<file path="src/rtl/triumph_pkg.sv">
// Shared constants and types for the Triumph register-file writeback controller.
package triumph_pkg;

    localparam int DATA_W_DEF = 32;
    localparam int ADDR_W_DEF = 5;
    localparam int NREG_DEF   = 2 ** ADDR_W_DEF;

    // Round-robin pointer: which writeback producer wins a simultaneous request.
    typedef enum logic {
        RR_ALU = 1'b0,
        RR_LSU = 1'b1
    } rr_ptr_e;

endpackage

</file>
<file path="src/rtl/triumph_wb_rr_arb.sv">
// Two-way round-robin arbiter for the register-file write port.
// Side A is the ALU, side B is the load unit. After any grant the pointer
// favours the side that was not granted, so continuous dual requests alternate.
module triumph_wb_rr_arb
    import triumph_pkg::*;
(
    input  logic clk,
    input  logic rst,
    input  logic req_a,
    input  logic req_b,
    output logic gnt_a,
    output logic gnt_b
);

    rr_ptr_e rr;
    rr_ptr_e rr_next;

    // Pointer register; reset favours the ALU.
    always_ff @(posedge clk) begin
        if (rst) begin
            rr <= RR_ALU;
        end else begin
            rr <= rr_next;
        end
    end

    // Grant decision and pointer update from the current requests.
    always_comb begin
        gnt_a   = 1'b0;
        gnt_b   = 1'b0;
        rr_next = rr;
        if (req_a && (!req_b || rr == RR_ALU)) begin
            gnt_a = 1'b1;
        end else if (req_b) begin
            gnt_b = 1'b1;
        end
        if (gnt_a) begin
            rr_next = RR_LSU;
        end else if (gnt_b) begin
            rr_next = RR_ALU;
        end
    end

endmodule

</file>
<file path="src/rtl/triumph_rf_wb_ctrl.sv">
// Register-file write-port controller and hazard scoreboard for the Triumph core.
// Arbitrates ALU and load writebacks onto the single RF write port, registers the
// winning write, and tracks pending destinations so dependent issues stall.
// Optional feature macro: TRIUMPH_WB_BYPASS_EN -- lets sources and WAW targets that
// match the in-flight registered write proceed, with fwd_rs*_o steering ID to rf_wdata_o.
module triumph_rf_wb_ctrl
    import triumph_pkg::*;
#(
    parameter int DATA_W = DATA_W_DEF,
    parameter int ADDR_W = ADDR_W_DEF
)
(
    input  logic                    clk_i,
    input  logic                    rst_i,
    input  logic                    issue_valid_i,
    input  logic [ADDR_W-1:0]       issue_rs1_i,
    input  logic [ADDR_W-1:0]       issue_rs2_i,
    input  logic [ADDR_W-1:0]       issue_rd_i,
    input  logic                    issue_rd_we_i,
    output logic                    stall_o,
    input  logic                    alu_valid_i,
    input  logic [ADDR_W-1:0]       alu_rd_i,
    input  logic [DATA_W-1:0]       alu_data_i,
    output logic                    alu_ready_o,
    input  logic                    lsu_valid_i,
    input  logic [ADDR_W-1:0]       lsu_rd_i,
    input  logic [DATA_W-1:0]       lsu_data_i,
    output logic                    lsu_ready_o,
    output logic                    rf_we_o,
    output logic [ADDR_W-1:0]       rf_waddr_o,
    output logic [DATA_W-1:0]       rf_wdata_o,
    output logic                    fwd_rs1_o,
    output logic                    fwd_rs2_o,
    output logic [(2**ADDR_W)-1:0]  pending_o
);

    localparam int NREG = 2 ** ADDR_W;

    logic [NREG-1:0]   pend;
    logic [NREG-1:0]   pend_next;
    logic [NREG-1:0]   clr_vec;
    logic [NREG-1:0]   set_vec;
    logic [NREG-1:0]   pend_eff;
    logic              alu_gnt;
    logic              lsu_gnt;
    logic              any_gnt;
    logic [ADDR_W-1:0] win_rd;
    logic [DATA_W-1:0] win_data;
    logic              haz_rs1;
    logic              haz_rs2;
    logic              haz_rd;
    logic              issue_accept;

    triumph_wb_rr_arb u_arb (
        .clk   (clk_i),
        .rst   (rst_i),
        .req_a (alu_valid_i),
        .req_b (lsu_valid_i),
        .gnt_a (alu_gnt),
        .gnt_b (lsu_gnt)
    );

    assign alu_ready_o = alu_gnt;
    assign lsu_ready_o = lsu_gnt;
    assign any_gnt     = alu_gnt | lsu_gnt;
    assign win_rd      = alu_gnt ? alu_rd_i   : lsu_rd_i;
    assign win_data    = alu_gnt ? alu_data_i : lsu_data_i;

    // Register being written this cycle; its pending bit clears at the edge.
    always_comb begin
        clr_vec = '0;
        if (rf_we_o) begin
            clr_vec[rf_waddr_o] = 1'b1;
        end
    end

`ifdef TRIUMPH_WB_BYPASS_EN
    // The clearing register no longer blocks: its value is on rf_wdata_o now.
    assign pend_eff  = pend & ~clr_vec;
    assign fwd_rs1_o = rf_we_o && (rf_waddr_o != '0) && (issue_rs1_i == rf_waddr_o);
    assign fwd_rs2_o = rf_we_o && (rf_waddr_o != '0) && (issue_rs2_i == rf_waddr_o);
`else
    assign pend_eff  = pend;
    assign fwd_rs1_o = 1'b0;
    assign fwd_rs2_o = 1'b0;
`endif

    assign haz_rs1      = (issue_rs1_i != '0) && pend_eff[issue_rs1_i];
    assign haz_rs2      = (issue_rs2_i != '0) && pend_eff[issue_rs2_i];
    assign haz_rd       = issue_rd_we_i && (issue_rd_i != '0) && pend_eff[issue_rd_i];
    assign stall_o      = issue_valid_i && (haz_rs1 || haz_rs2 || haz_rd);
    assign issue_accept = issue_valid_i && !stall_o;

    // Destination claimed by an accepted issue; x0 is never tracked.
    always_comb begin
        set_vec = '0;
        if (issue_accept && issue_rd_we_i && (issue_rd_i != '0)) begin
            set_vec[issue_rd_i] = 1'b1;
        end
    end

    // Set is applied after clear so a same-edge set of the clearing register wins.
    assign pend_next = ((pend & ~clr_vec) | set_vec) & {{(NREG-1){1'b1}}, 1'b0};
    assign pending_o = pend;

    // Scoreboard state.
    always_ff @(posedge clk_i) begin
        if (rst_i) begin
            pend <= '0;
        end else begin
            pend <= pend_next;
        end
    end

    // Registered RF write: capture the granted request, drop writes to x0.
    always_ff @(posedge clk_i) begin
        if (rst_i) begin
            rf_we_o    <= 1'b0;
            rf_waddr_o <= '0;
            rf_wdata_o <= '0;
        end else if (any_gnt) begin
            rf_we_o    <= (win_rd != '0);
            rf_waddr_o <= win_rd;
            rf_wdata_o <= win_data;
        end else begin
            rf_we_o    <= 1'b0;
        end
    end

endmodule

</file>
<file path="config.mk">
export PLATFORM = sky130hd
export DESIGN_NAME = triumph_rf_wb_ctrl
export DESIGN_NICKNAME = d
export VERILOG_FILES = /design/src/rtl/triumph_pkg.sv /design/src/rtl/triumph_wb_rr_arb.sv /design/src/rtl/triumph_rf_wb_ctrl.sv
export SDC_FILE = /design/constraint.sdc
export NUM_CORES = 1
export LEC_CHECK = 0
export BUFFER_PORTS_ARGS = -buffer_cell sky130_fd_sc_hd__buf_2
export CORE_MARGIN = 2
export CORE_UTILIZATION = 45
export DETAILED_ROUTE_END_ITERATION = 7
export GPL_TIMING_DRIVEN = 0
export PLACE_DENSITY = 0.78
export SYNTH_ARGS = -nofsm -noshare
export SYNTH_HDL_FRONTEND = slang
export SYNTH_SLANG_ARGS = --single-unit
</file>
<file path="constraint.sdc">
create_clock -name clk_i -period 1.82 [get_ports clk_i]
set_input_delay 0.091 -clock clk_i [delete_from_list [all_inputs] [get_ports clk_i]]
set_output_delay 0.091 -clock clk_i [all_outputs]
set_load 0.01 [all_outputs]
</file>
# After elaboration in Yosys (flattened, before gate mapping)
# Cells that the tools add are included.
# W data, S select, Z words.
[op_classes]
n_div = 0
shifts = 0
reduce_logical = 22
add_sub_neg = 0
mux = 19
n_mul = 0
eq_ne = 0
bitwise = 6
order_cmp = 6
[ops]
columns = ["op", "n"]
rows = [
  ["$mux W32", 3],
  ["$and A32 B32 Y32", 1],
  ["$not A32 Y32", 1],
  ["$or A32 B32 Y32", 1],
  ["$lt A5 B6 Y1 const B", 4],
  ["$reduce_bool A5 Y1", 4],
  ["$bmux W1 S5", 3],
  ["$logic_and A1 B1 Y1", 11],
  ["$demux W1 S5", 2],
  ["$ge A5 B1 Y1 const B", 2],
  ["$mux W1", 10],
  ["$mux W5", 1],
  ["$logic_or A1 B1 Y1", 3],
  ["$logic_not A1 Y1", 2],
  ["$not A1 Y1", 2],
  ["$reduce_bool A2 Y1", 1],
  ["$reduce_or A2 Y1", 1],
  ["$or A1 B1 Y1", 1],
]
[totals]
mem_bits_ro = 0
latch_bits = 0
input_bits = 95
mem_count = 0
ff_bits = 71
wordCells = 59
mem_bits_rw = 0

# Logic depth before layout (Yosys ltp)
# Gate-level depths: netlist (run 1).
[depth]
ltp_word = 12
depth_mapped = 9
mapped_depth_nobuf = 6

# Cells and area by module
# Synthesis (run 1) repeated with hierarchy kept, for this count alone.
[hier_totals]
cells_unflattened = 512
hier_area_um2 = 4345.4
[modules_own_cells]
columns = ["mod", "n_inst", "cells_per_inst", "seq_area_each_um2", "area_each_um2"]
rows = [
  ["triumph_rf_wb_ctrl", 1, 506, 1381.3, 4286.6],
  ["triumph_wb_rr_arb", 1, 6, 20.0, 58.8],
]

# Worst setup path after synthesis (run 1)
# OpenSTA, ideal clock, no wires.
[synth_path]
path_type = "flip-flop to flip-flop"
from = "reg pend[19] (netlist: pending_o[19])"
to = "reg pend[21] (netlist: pending_o[21])"
required_ns = 1.723
arrival_ns = 1.893
period_less_slack_ns = 1.990
n_path_buf = 1
path_slack_ns = -0.170
path_stages_with_launch = 7
cell_sequence = "dfxtp_1 mux4_2 o2111a_1 nor4_2 nand4_2 buf_6 o41ai_4"
[synth_between]
elab_chain_len = 12
[synth_rtl]
columns = ["item", "line_no", "text"]
rows = [
  ["start: declaration", "triumph_rf_wb_ctrl.sv:39", "logic [NREG-1:0] pend;"],
  ["start signal: assignment", "triumph_rf_wb_ctrl.sv:111", "pend <= pend_next;"],
  ["$bmux W1 S5 (on tied branches)", "triumph_rf_wb_ctrl.sv:88, triumph_rf_wb_ctrl.sv:89", ""],
  ["$mux W1 (on tied branches)", "triumph_rf_wb_ctrl.sv:88, triumph_rf_wb_ctrl.sv:89", ""],
  ["$logic_and A1 B1 Y1 (on tied branches)", "triumph_rf_wb_ctrl.sv:88, triumph_rf_wb_ctrl.sv:89", ""],
  ["$logic_or A1 B1 Y1", "triumph_rf_wb_ctrl.sv:91", "assign stall_o = issue_valid_i && (haz_rs1 || haz_rs2 || haz_rd);"],
  ["$logic_or A1 B1 Y1 (*)", "triumph_rf_wb_ctrl.sv:91", ""],
  ["$logic_and A1 B1 Y1 (*)", "triumph_rf_wb_ctrl.sv:91", ""],
  ["$logic_not A1 Y1 (*)", "triumph_rf_wb_ctrl.sv:92", "assign issue_accept = issue_valid_i && !stall_o;"],
  ["$logic_and A1 B1 Y1 (*)", "triumph_rf_wb_ctrl.sv:92", ""],
  ["$logic_and A1 B1 Y1 (*) (2 in a row)", "triumph_rf_wb_ctrl.sv:97", "if (issue_accept && issue_rd_we_i && (issue_rd_i != '0)) begin"],
  ["$mux W32 (*)", "triumph_rf_wb_ctrl.sv:97", ""],
  ["$or A32 B32 Y32 (*)", "triumph_rf_wb_ctrl.sv:103", "assign pend_next = ((pend & ~clr_vec) | set_vec) & {{(NREG-1){1'b1}}, 1'b0};"],
]
# Mark *: on every way between the ends. The rest lies on a longest branch, timed or not. The select of a mux whose other input is x is not followed.
# A chain may end at the register's enable or synchronous reset.

# Final worst setup path (run 1)
[layout_path]
from = "reg pend[25] (netlist: pending_o[25])"
to = "out stall_o"
[layout_between]
elab_chain_len = 6
[layout_rtl]
columns = ["item", "line_no", "text"]
rows = [
  ["$bmux W1 S5 (on tied branches)", "triumph_rf_wb_ctrl.sv:88, triumph_rf_wb_ctrl.sv:89", ""],
  ["$mux W1 (on tied branches)", "triumph_rf_wb_ctrl.sv:88, triumph_rf_wb_ctrl.sv:89", ""],
  ["$logic_and A1 B1 Y1 (on tied branches)", "triumph_rf_wb_ctrl.sv:88, triumph_rf_wb_ctrl.sv:89", ""],
  ["$logic_or A1 B1 Y1", "triumph_rf_wb_ctrl.sv:91", ""],
  ["$logic_or A1 B1 Y1 (*)", "triumph_rf_wb_ctrl.sv:91", ""],
  ["$logic_and A1 B1 Y1 (*)", "triumph_rf_wb_ctrl.sv:91", ""],
  ["end: declaration", "triumph_rf_wb_ctrl.sv:20", "output logic stall_o,"],
]
# Marked as above.

==> results of run 1 <==
==> metrics by stage <==
step	utilization	hold slack [ns]	instance area (um^2)	setup TNS [ns]
global placement	0.5621	0.3385	5393	-14.06
finish	0.5970	0.02150	5728	-11.98
CTS	0.5895	0.007940	5655	-9.528
floorplan	-	0.2349	4410	-0.4288
detailed placement	0.5621	0.3631	5393	-14.13
global route	0.5970	0.02267	5728	-15.10
==> logic make-up after synthesis <==
group / synth area share
AOI/OAI and AO/OA: 0.2133
and+or+nand+nor: 0.2198
other: 0.0008556
buffers and inverters: 0.05624
DFF: 0.3197
muxes: 0.1901
==> cells in the mapped netlist (2+ instances only) <==
| cell type | number |
|---|---|
| sky130_fd_sc_hd__a311oi_1 | 2 |
| sky130_fd_sc_hd__nor3_1 | 4 |
| sky130_fd_sc_hd__nand2b_1 | 4 |
| sky130_fd_sc_hd__a2111oi_0 | 5 |
| sky130_fd_sc_hd__inv_1 | 7 |
| sky130_fd_sc_hd__nor2_1 | 45 |
| sky130_fd_sc_hd__nor2b_1 | 22 |
| sky130_fd_sc_hd__o31ai_2 | 13 |
| sky130_fd_sc_hd__and3b_1 | 4 |
| sky130_fd_sc_hd__buf_2 | 4 |
| sky130_fd_sc_hd__mux2_2 | 10 |
| sky130_fd_sc_hd__clkbuf_1 | 26 |
| sky130_fd_sc_hd__nand3b_1 | 22 |
| sky130_fd_sc_hd__buf_6 | 4 |
| sky130_fd_sc_hd__o21ai_0 | 29 |
| sky130_fd_sc_hd__a221oi_1 | 2 |
| sky130_fd_sc_hd__or3_1 | 2 |
| sky130_fd_sc_hd__dfxtp_1 | 70 |
| sky130_fd_sc_hd__nand2_1 | 49 |
| sky130_fd_sc_hd__a21oi_1 | 2 |
| sky130_fd_sc_hd__buf_1 | 8 |
| sky130_fd_sc_hd__or2_2 | 2 |
| sky130_fd_sc_hd__mux4_2 | 7 |
| sky130_fd_sc_hd__mux4_1 | 2 |
| sky130_fd_sc_hd__a211oi_1 | 37 |
| sky130_fd_sc_hd__a31oi_1 | 5 |
| sky130_fd_sc_hd__o2bb2ai_1 | 2 |
| sky130_fd_sc_hd__and3_1 | 3 |
| sky130_fd_sc_hd__a41oi_1 | 2 |
| sky130_fd_sc_hd__nor4_1 | 2 |
| sky130_fd_sc_hd__nor3b_1 | 7 |
| sky130_fd_sc_hd__nand3_1 | 6 |
| sky130_fd_sc_hd__o211a_1 | 2 |
| sky130_fd_sc_hd__buf_4 | 3 |
| sky130_fd_sc_hd__o41ai_2 | 4 |
| sky130_fd_sc_hd__mux2i_1 | 51 |
==> what timing repair did <==
item                       4_1_cts  5_1_grt
setup endpoints to repair       34       32
buffers inserted                 4        1
gates cloned                     1        1
pin swaps                        3        2
gates resized for setup         19       19
==> worst max-delay path, stage by stage, from the launching register on <==
cell	delay, ns
sky130_fd_sc_hd__dfxtp_1	0.39
sky130_fd_sc_hd__mux2_2	0.32
sky130_fd_sc_hd__o2bb2ai_1	0.16
sky130_fd_sc_hd__a22oi_1	0.18
sky130_fd_sc_hd__nand4b_1	0.18
sky130_fd_sc_hd__buf_6	0.17
sky130_fd_sc_hd__and2b_1	0.14
sky130_fd_sc_hd__o21a_1	0.19
sky130_fd_sc_hd__buf_2	0.14
==> registers in the layout, indices dropped and copies added (netlist names) <==
register and count:
u_arb.rr 1, rf_we_o 1, rf_wdata_o 32, rf_waddr_o 5
pending_o 31
==> routing by layer <==
metal / vias to the layer above / routed length (um) / GRT usage
li1: 2167 / - / -
met3: 32 / 1350 / 0.06847
met4: 0 / 422 / 0.1087
met2: 264 / 7271 / 0.4877
met1: 2141 / 6131 / 0.3478
met5: - / 0 / 0
==> power by group <==
part	leakage, nW	switching (mW)	internal (mW)	total [mW]
Clock	0.0865	0.558	0.562	1.12
Combinational	1.92	0.435	0.325	0.759
Sequential	0.580	0.0517	1.61	1.66
==> how the worst max path moves through the flow <==
stage / start / endpoint / slack (ns) / depth (start not counted)
after floorplan: pending_o[19] / pending_o[21] / -0.05 / 7
after global placement: issue_rd_i[3] / stall_o / -0.52 / 10
after detailed placement: issue_rd_i[3] / stall_o / -0.57 / 10
after CTS: pending_o[25] / stall_o / -0.44 / 8
after global routing: pending_o[2] / stall_o / -0.54 / 7
final: pending_o[25] / stall_o / -0.47 / 8
==> cell type report <==
cell class,instances,area [um^2],area share
multi-input combinational,369,2808,0.4902
sequential,70,1416,0.2473
timing repair buffer,170,889.6,0.1553
buffer,45,254.0,0.04434
tap,133,166.4,0.02905
clock buffer,14,162.7,0.02840
inverter,7,26.28,0.004587
clock inverter,1,5.005,0.0008737
==> results.rst, run 1 <==
.. list-table::
   :header-rows: 1

   * - Metric
     - Value
   * - Run status
     - complete, but fails checks
   * - Failing checks
     - negative setup slack
   * - Worst setup slack for register-to-register paths
     - -0.43 ns
   * - Arrival time worst endpoint
     - roughly 2.2 ns
   * - Buffer depth of the longest clock path
     - 2
   * - Endpoint kind of the worst setup timing path
     - primary output
   * - Detailed-route DRC error count
     - 0
   * - Layout cell share with drive strength beyond 1
     - 0.3817
   * - Number of nets in the layout
     - approximately 770
   * - Tightest slew margin relative to the limit
     - 0.4947
   * - Latest clock arrival within the worst-skew pair
     - approximately 0.35 ns
   * - Max-cap check violation count
     - 0
   * - Global-route usage over all layers
     - 0.2853
   * - Depth of the worst hold-timing path
     - 3
   * - Worst Max-Slew Pin Slew
     - 0.7563 ns
   * - Commonest non-fill, non-tap cell in the layout
     - sky130_fd_sc_hd__buf_2
   * - Wire length per cell
     - approximately 19 um
   * - Relative area change from synthesis to final layout
     - 30.69%
   * - FF-to-FF Start
     - pending_o[19]
   * - Worst setup SP type
     - flop
   * - Number of synthesized register bits
     - 70
   * - Req. time, crit path
     - 1.73 ns
   * - HPWL after detailed placement
     - about 12 mm
   * - Core area
     - about 0.0096 mm^2
   * - Count of different cell masters after synthesis
     - 57
   * - Number of hold-repair buffers added at the cts stage
     - 0
   * - Global-route wire length before repair
     - 23.05 mm
   * - Standard-cell row count
     - 36
   * - Post-route total power
     - between 3 and 4 mW
   * - Largest fanout on the critical path
     - 5
   * - Die outline height
     - about 100 um
   * - Worst Hold Class
     - in -> reg
   * - CTS tree
     - built
   * - Diodes inserted
     - 0
   * - Yosys Warn Count
     - 0
   * - Die Wd
     - approximately 100 um
   * - Final clock period utilization by the worst path
     - 1.261
   * - Final setup violating endpoints
     - 32
   * - Detailed router's first-iteration violation count
     - 261
   * - Number of H-tree levels
     - 3
   * - Number of antenna violations at the first check in global routing
     - 0
   * - Final setup skew
     - between 0.01 and 0.015 ns
   * - Detailed Routing Iterations Pass 1
     - 5
   * - Clock slew at reported path FFs
     - approximately 0.07 ns
   * - Leading cell types in the layout, fill and taps excluded
     - sky130_fd_sc_hd__buf_2 (167), sky130_fd_sc_hd__dfxtp_1 (60), sky130_fd_sc_hd__mux2i_1 (51), sky130_fd_sc_hd__nand2_1 (48), sky130_fd_sc_hd__nor2_1 (45)
   * - Remaining Overflow, GRT
     - 0
   * - Placed instance count
     - between 700 and 800
   * - Peak supply drop
     - between 0.5 and 0.6 mV
   * - Number of flops mapped to enable cells by yosys
     - 0
   * - Antenna violation net count after detailed routing
     - 0
   * - Total vias in the final route
     - 4604
   * - Number of fillers in the final layout
     - roughly 860
   * - Die ar.
     - between 0.01 and 0.015 mm^2
   * - I/O pin count
     - between 150 and 200
   * - Top cells by area in the synthesized netlist
     - sky130_fd_sc_hd__dfxtp_1 (32%), sky130_fd_sc_hd__mux2i_1 (12%), sky130_fd_sc_hd__a211oi_1 (6.3%)
   * - Worst slack at placement
     - -0.5685 ns
   * - Global placement routability congestion
     - roughly 0.9
   * - Number of buffer cells added on primary ports
     - approximately 160
   * - Setup repair after global routing missed its margin
     - true
   * - Largest area contributor in the synthesized netlist
     - sky130_fd_sc_hd__dfxtp_1
   * - Crit path setup slack, layout
     - -0.4748 ns
   * - Number of pins with negative max-slew slack in the final report
     - 0
   * - Sequential cell area fraction in the yosys report
     - 0.3197
   * - Pwr dens
     - 617.5 mW/mm^2
   * - Ys async rst share
     - 0
   * - Number of sinks on the clock net
     - 70
   * - Root buf cell
     - sky130_fd_sc_hd__clkbuf_8
   * - Hold violation count in the final report
     - 0
   * - Most instantiated flip-flop cell in the synthesis netlist
     - sky130_fd_sc_hd__dfxtp_1
   * - Via density
     - about 5.7
   * - Starting density of the core
     - 0.4568
   * - Number of global-route vias before repair
     - 4537
   * - Reg2reg path depth
     - 8
   * - Pin count of the biggest net entering global routing
     - 15
   * - Worst setup path class
     - reg -> out
   * - Total wirelength of the detailed-routed design
     - 15.18 mm
   * - Number of buffers added by the clock tree synthesis step
     - 9
   * - Post-synthesis instance total
     - a little under 500
   * - Area share of the largest cell type after synthesis
     - 0.3197
   * - Final standard cell count with taps included and fillers excluded
     - a little over 800
   * - Highest achievable clock rate
     - about 440 MHz
   * - Leakage power
     - 2.589 nW
   * - R2R Path End
     - pending_o[21]
   * - End of the worst hold path
     - u_arb.rr
   * - Min cycle time layout
     - ~2.3 ns
   * - Avg Synthesized Cell Area
     - around 8.9 um^2
   * - Min-delay src
     - alu_valid_i
   * - Post-synthesis cell area
     - 0.004383 mm^2
No activity file was read; power rests on OpenSTA's default activity.
==> run 2: changes to the inputs <==
==> constraint.sdc (replaced) <==
create_clock -name clk_i -period 1.82 [get_ports clk_i]
set_input_delay 0.182 -clock clk_i [delete_from_list [all_inputs] [get_ports clk_i]]
set_output_delay 0.182 -clock clk_i [all_outputs]
set_load 0.01 [all_outputs]
==> results.rst, run 2 (synthesized netlist as in run 1, its figures left out) <==
.. list-table::
   :header-rows: 1

   * - Metric
     - Value
   * - Commonest non-fill, non-tap cell in the layout
     - sky130_fd_sc_hd__buf_2 (unchanged)
   * - Global placement routability congestion
     - 0.9234 (was 0.9272)
   * - Switching power
     - 1.076 mW (was 1.044 mW)
   * - Final clock period utilization by the worst path
     - 1.284 (was 1.261)
   * - Total wirelength of the detailed-routed design
     - 14.87 mm (was 15.18 mm)
   * - Peak supply drop
     - 0.5073 mV (was 0.5365 mV)
   * - Die Wd
     - 102.7 um (unchanged)
   * - Antenna violation net count after detailed routing
     - 0 (unchanged)
   * - Root buf cell
     - sky130_fd_sc_hd__clkbuf_8 (unchanged)
   * - Number of nets in the layout
     - 767 (unchanged)
   * - Pwr dens
     - 617.2 mW/mm^2 (was 617.5 mW/mm^2)
   * - Remaining Overflow, GRT
     - 0 (unchanged)
   * - Min cycle time layout
     - 2.337 ns (was 2.295 ns)
   * - Setup repair after global routing missed its margin
     - true (unchanged)
   * - Min-delay src
     - alu_data_i[15] (was alu_valid_i)
   * - Share of the core filled with cells in the final layout
     - 0.5947 (was 0.5970)
   * - Worst Max-Slew Pin Slew
     - 0.7441 ns (was 0.7563 ns)
   * - Global-route wire length before repair
     - 23.09 mm (was 23.05 mm)
   * - Number of sinks on the clock net
     - 70 (unchanged)
   * - Worst setup SP type
     - flop (unchanged)
   * - Arrival time worst endpoint
     - 2.15 ns (was 2.20 ns)
   * - Number of antenna violations at the first check in global routing
     - 0 (unchanged)
   * - I/O pin count
     - 170 (unchanged)
   * - Detailed Routing Iterations Pass 1
     - 5 (unchanged)
   * - Standard-cell row count
     - 36 (unchanged)
   * - Leading cell types in the layout, fill and taps excluded
     - sky130_fd_sc_hd__buf_2 (165), sky130_fd_sc_hd__dfxtp_1 (59), sky130_fd_sc_hd__mux2i_1 (51), sky130_fd_sc_hd__nand2_1 (48), sky130_fd_sc_hd__nor2_1 (45) (was sky130_fd_sc_hd__buf_2 (167), sky130_fd_sc_hd__dfxtp_1 (60), sky130_fd_sc_hd__mux2i_1 (51), sky130_fd_sc_hd__nand2_1 (48), sky130_fd_sc_hd__nor2_1 (45))
   * - Top register by number of flip-flops
     - rf_wdata_o (unchanged)
   * - Number of global-route vias before repair
     - 4522 (was 4537)
   * - Proportion of power drawn by flip-flops and latches
     - 0.471 (was 0.469)
   * - Switching share of total power
     - 0.3057 (was 0.2951)
   * - Core area
     - 0.009594 mm^2 (unchanged)
   * - Number of hold-repair buffers added at the cts stage
     - 0 (unchanged)
   * - Worst slack at placement
     - -0.5360 ns (was -0.5685 ns)
   * - Endpoint kind of the worst setup timing path
     - primary output (unchanged)
   * - Wire length per cell
     - 18.35 um (was 18.76 um)
   * - Crit path setup slack, layout
     - -0.5169 ns (was -0.4748 ns)
   * - Latest clock arrival within the worst-skew pair
     - 0.36 ns (was 0.35 ns)
   * - HPWL after detailed placement
     - 11.45 mm (was 11.57 mm)
   * - Buffer depth of the longest clock path
     - 2 (unchanged)
   * - R2R Path End
     - pending_o[1] (was pending_o[21])
   * - Via density
     - 5.698 (was 5.691)
   * - Total vias in the final route
     - 4615 (was 4604)
   * - Req. time, crit path
     - 1.64 ns (was 1.73 ns)
   * - FF-to-FF Start
     - pending_o[19] (unchanged)
   * - Reg2reg path depth
     - 8 (unchanged)
   * - Number of buffer cells added on primary ports
     - 163 (unchanged)
   * - Worst setup slack for register-to-register paths
     - -0.45 ns (was -0.43 ns)
   * - Number of pins with negative max-slew slack in the final report
     - 0 (unchanged)
   * - Failing checks
     - negative setup slack (unchanged)
   * - Final setup skew
     - 0.01546 ns (was 0.01275 ns)
   * - Largest fanout on the critical path
     - 5 (unchanged)
   * - Clock slew at reported path FFs
     - 0.08 ns (was 0.07 ns)
   * - Max-cap check violation count
     - 0 (unchanged)
   * - Clock network fraction of total power
     - 0.317 (about the same)
   * - Tightest slew margin relative to the limit
     - 0.5039 (was 0.4947)
   * - CTS tree
     - built (unchanged)
   * - Number of H-tree levels
     - 3 (unchanged)
   * - Worst setup path class
     - reg -> out (unchanged)
   * - Relative area change from synthesis to final layout
     - 30.17% (was 30.69%)
   * - Diodes inserted
     - 0 (unchanged)
   * - Detailed router's first-iteration violation count
     - 260 (was 261)
   * - Hold violation count in the final report
     - 0 (unchanged)
   * - Pin count of the biggest net entering global routing
     - 15 (unchanged)
   * - Internal power
     - 2.445 mW (was 2.493 mW)
   * - Depth of the worst hold-timing path
     - 3 (unchanged)
   * - Number of buffers added by the clock tree synthesis step
     - 9 (unchanged)
   * - Die ar.
     - 0.01055 mm^2 (unchanged)
   * - Largest register FFs
     - 32 (unchanged)
   * - Die outline height
     - 102.7 um (unchanged)
   * - Run status
     - complete, but fails checks (unchanged)
   * - Starting density of the core
     - 0.4568 (unchanged)
   * - Combinational cell fraction of total power
     - 0.212 (was 0.215)
   * - Worst Hold Class
     - in -> reg (unchanged)
   * - Final setup violating endpoints
     - 32 (unchanged)
   * - Global-route usage over all layers
     - 0.2857 (was 0.2853)
   * - Leakage power
     - 2.589 nW (about the same)
   * - Detailed-route DRC error count
     - 0 (unchanged)
   * - End of the worst hold path
     - rf_wdata_o[15] (was u_arb.rr)
   * - Setup total negative slack
     - -10.82 ns (was -11.98 ns)
   * - Layout cell share with drive strength beyond 1
     - 0.3929 (was 0.3817)
   * - Highest achievable clock rate
     - 427.9 MHz (was 435.8 MHz)
==> run 2: changes by cell type in the layout (fill, tap and decap cells not counted), moves of 2 or more <==
cell                       previous run  this run
sky130_fd_sc_hd__buf_1                6         4
sky130_fd_sc_hd__buf_12               2         0
sky130_fd_sc_hd__buf_2              167       165
sky130_fd_sc_hd__buf_4                8        11
sky130_fd_sc_hd__clkbuf_1            27        25
sky130_fd_sc_hd__clkbuf_4             0         2
sky130_fd_sc_hd__clkinv_2             1         5
sky130_fd_sc_hd__o21ai_0             22        28
sky130_fd_sc_hd__o21ai_1              6         1
==> run 2: cell type report <==
cell class / count / area (um^2)
clock inverter: 5 / 25.02
clock buffer: 11 / 141.4
sequential: 70 / 1418
fill: 872 / 3889
inverter: 7 / 26.28
buffer: 45 / 250.2
timing repair buffer: 170 / 868.3
multi-input combinational: 369 / 2810
tap: 133 / 166.4
==> run 2: through the flow <==
stage          total power, mW  cell area (um^2)  cells  hold WS (ns)
2_1_floorplan            2.110              4432    492        0.3259
3_3_place_gp             2.400              5414    788        0.4280
3_5_place_dp             2.419              5414    788        0.4513
4_1_cts                  3.515              5628    804       0.08945
5_1_grt                  3.677              5705    810       0.09879
6_report                 3.521              5705    810        0.1052
==> run 2: critical path, stage by stage (launching register included) <==
cell	delay, ns
sky130_fd_sc_hd__dfxtp_2	0.36
sky130_fd_sc_hd__mux4_2	0.47
sky130_fd_sc_hd__nand2_1	0.10
sky130_fd_sc_hd__a41oi_2	0.13
sky130_fd_sc_hd__a311oi_2	0.26
sky130_fd_sc_hd__nand4_1	0.12
sky130_fd_sc_hd__o21a_1	0.22
sky130_fd_sc_hd__buf_2	0.14
==> run 2: power by group through the flow <==
stage / registers (mW) / logic (mW) / clock network [mW]
CTS: 1.66 / 0.736 / 1.12
global placement: 1.69 / 0.712 / 0
finish: 1.66 / 0.748 / 1.12
detailed placement: 1.69 / 0.728 / 0
floorplan: 1.72 / 0.392 / 0
global route: 1.67 / 0.813 / 1.20
==> run 2: metal layers <==
metal | part of all wire | global-route usage | vias to the layer above | routed length, um
met5 | 0 | 0 | - | 0
met2 | 0.48 | 0.4816 | 229 | 7154
met4 | 0.023 | 0.1097 | 0 | 342
li1 | - | - | 2170 | -
met1 | 0.41 | 0.3573 | 2182 | 6116
met3 | 0.084 | 0.06237 | 34 | 1254
==> run 2: timing repair <==
| item | in CTS | in global routing |
|---|---|---|
| endpoints found under the setup margin | 34 | 33 |
| gates resized for setup | 17 | 13 |
| setup buffers | 1 | 6 |
| pin swaps | 3 | 2 |
==> run 2: how the worst max path moves through the flow <==
stage                         from       endpoint  cells past startpoint
detailed placement  issue_rs1_i[1]   pending_o[1]                      9
global route         pending_o[24]        stall_o                      8
finish               pending_o[19]        stall_o                      7
CTS                  pending_o[19]        stall_o                      7
floorplan            pending_o[19]  pending_o[21]                      7
global placement     issue_rd_i[0]   pending_o[1]                      9
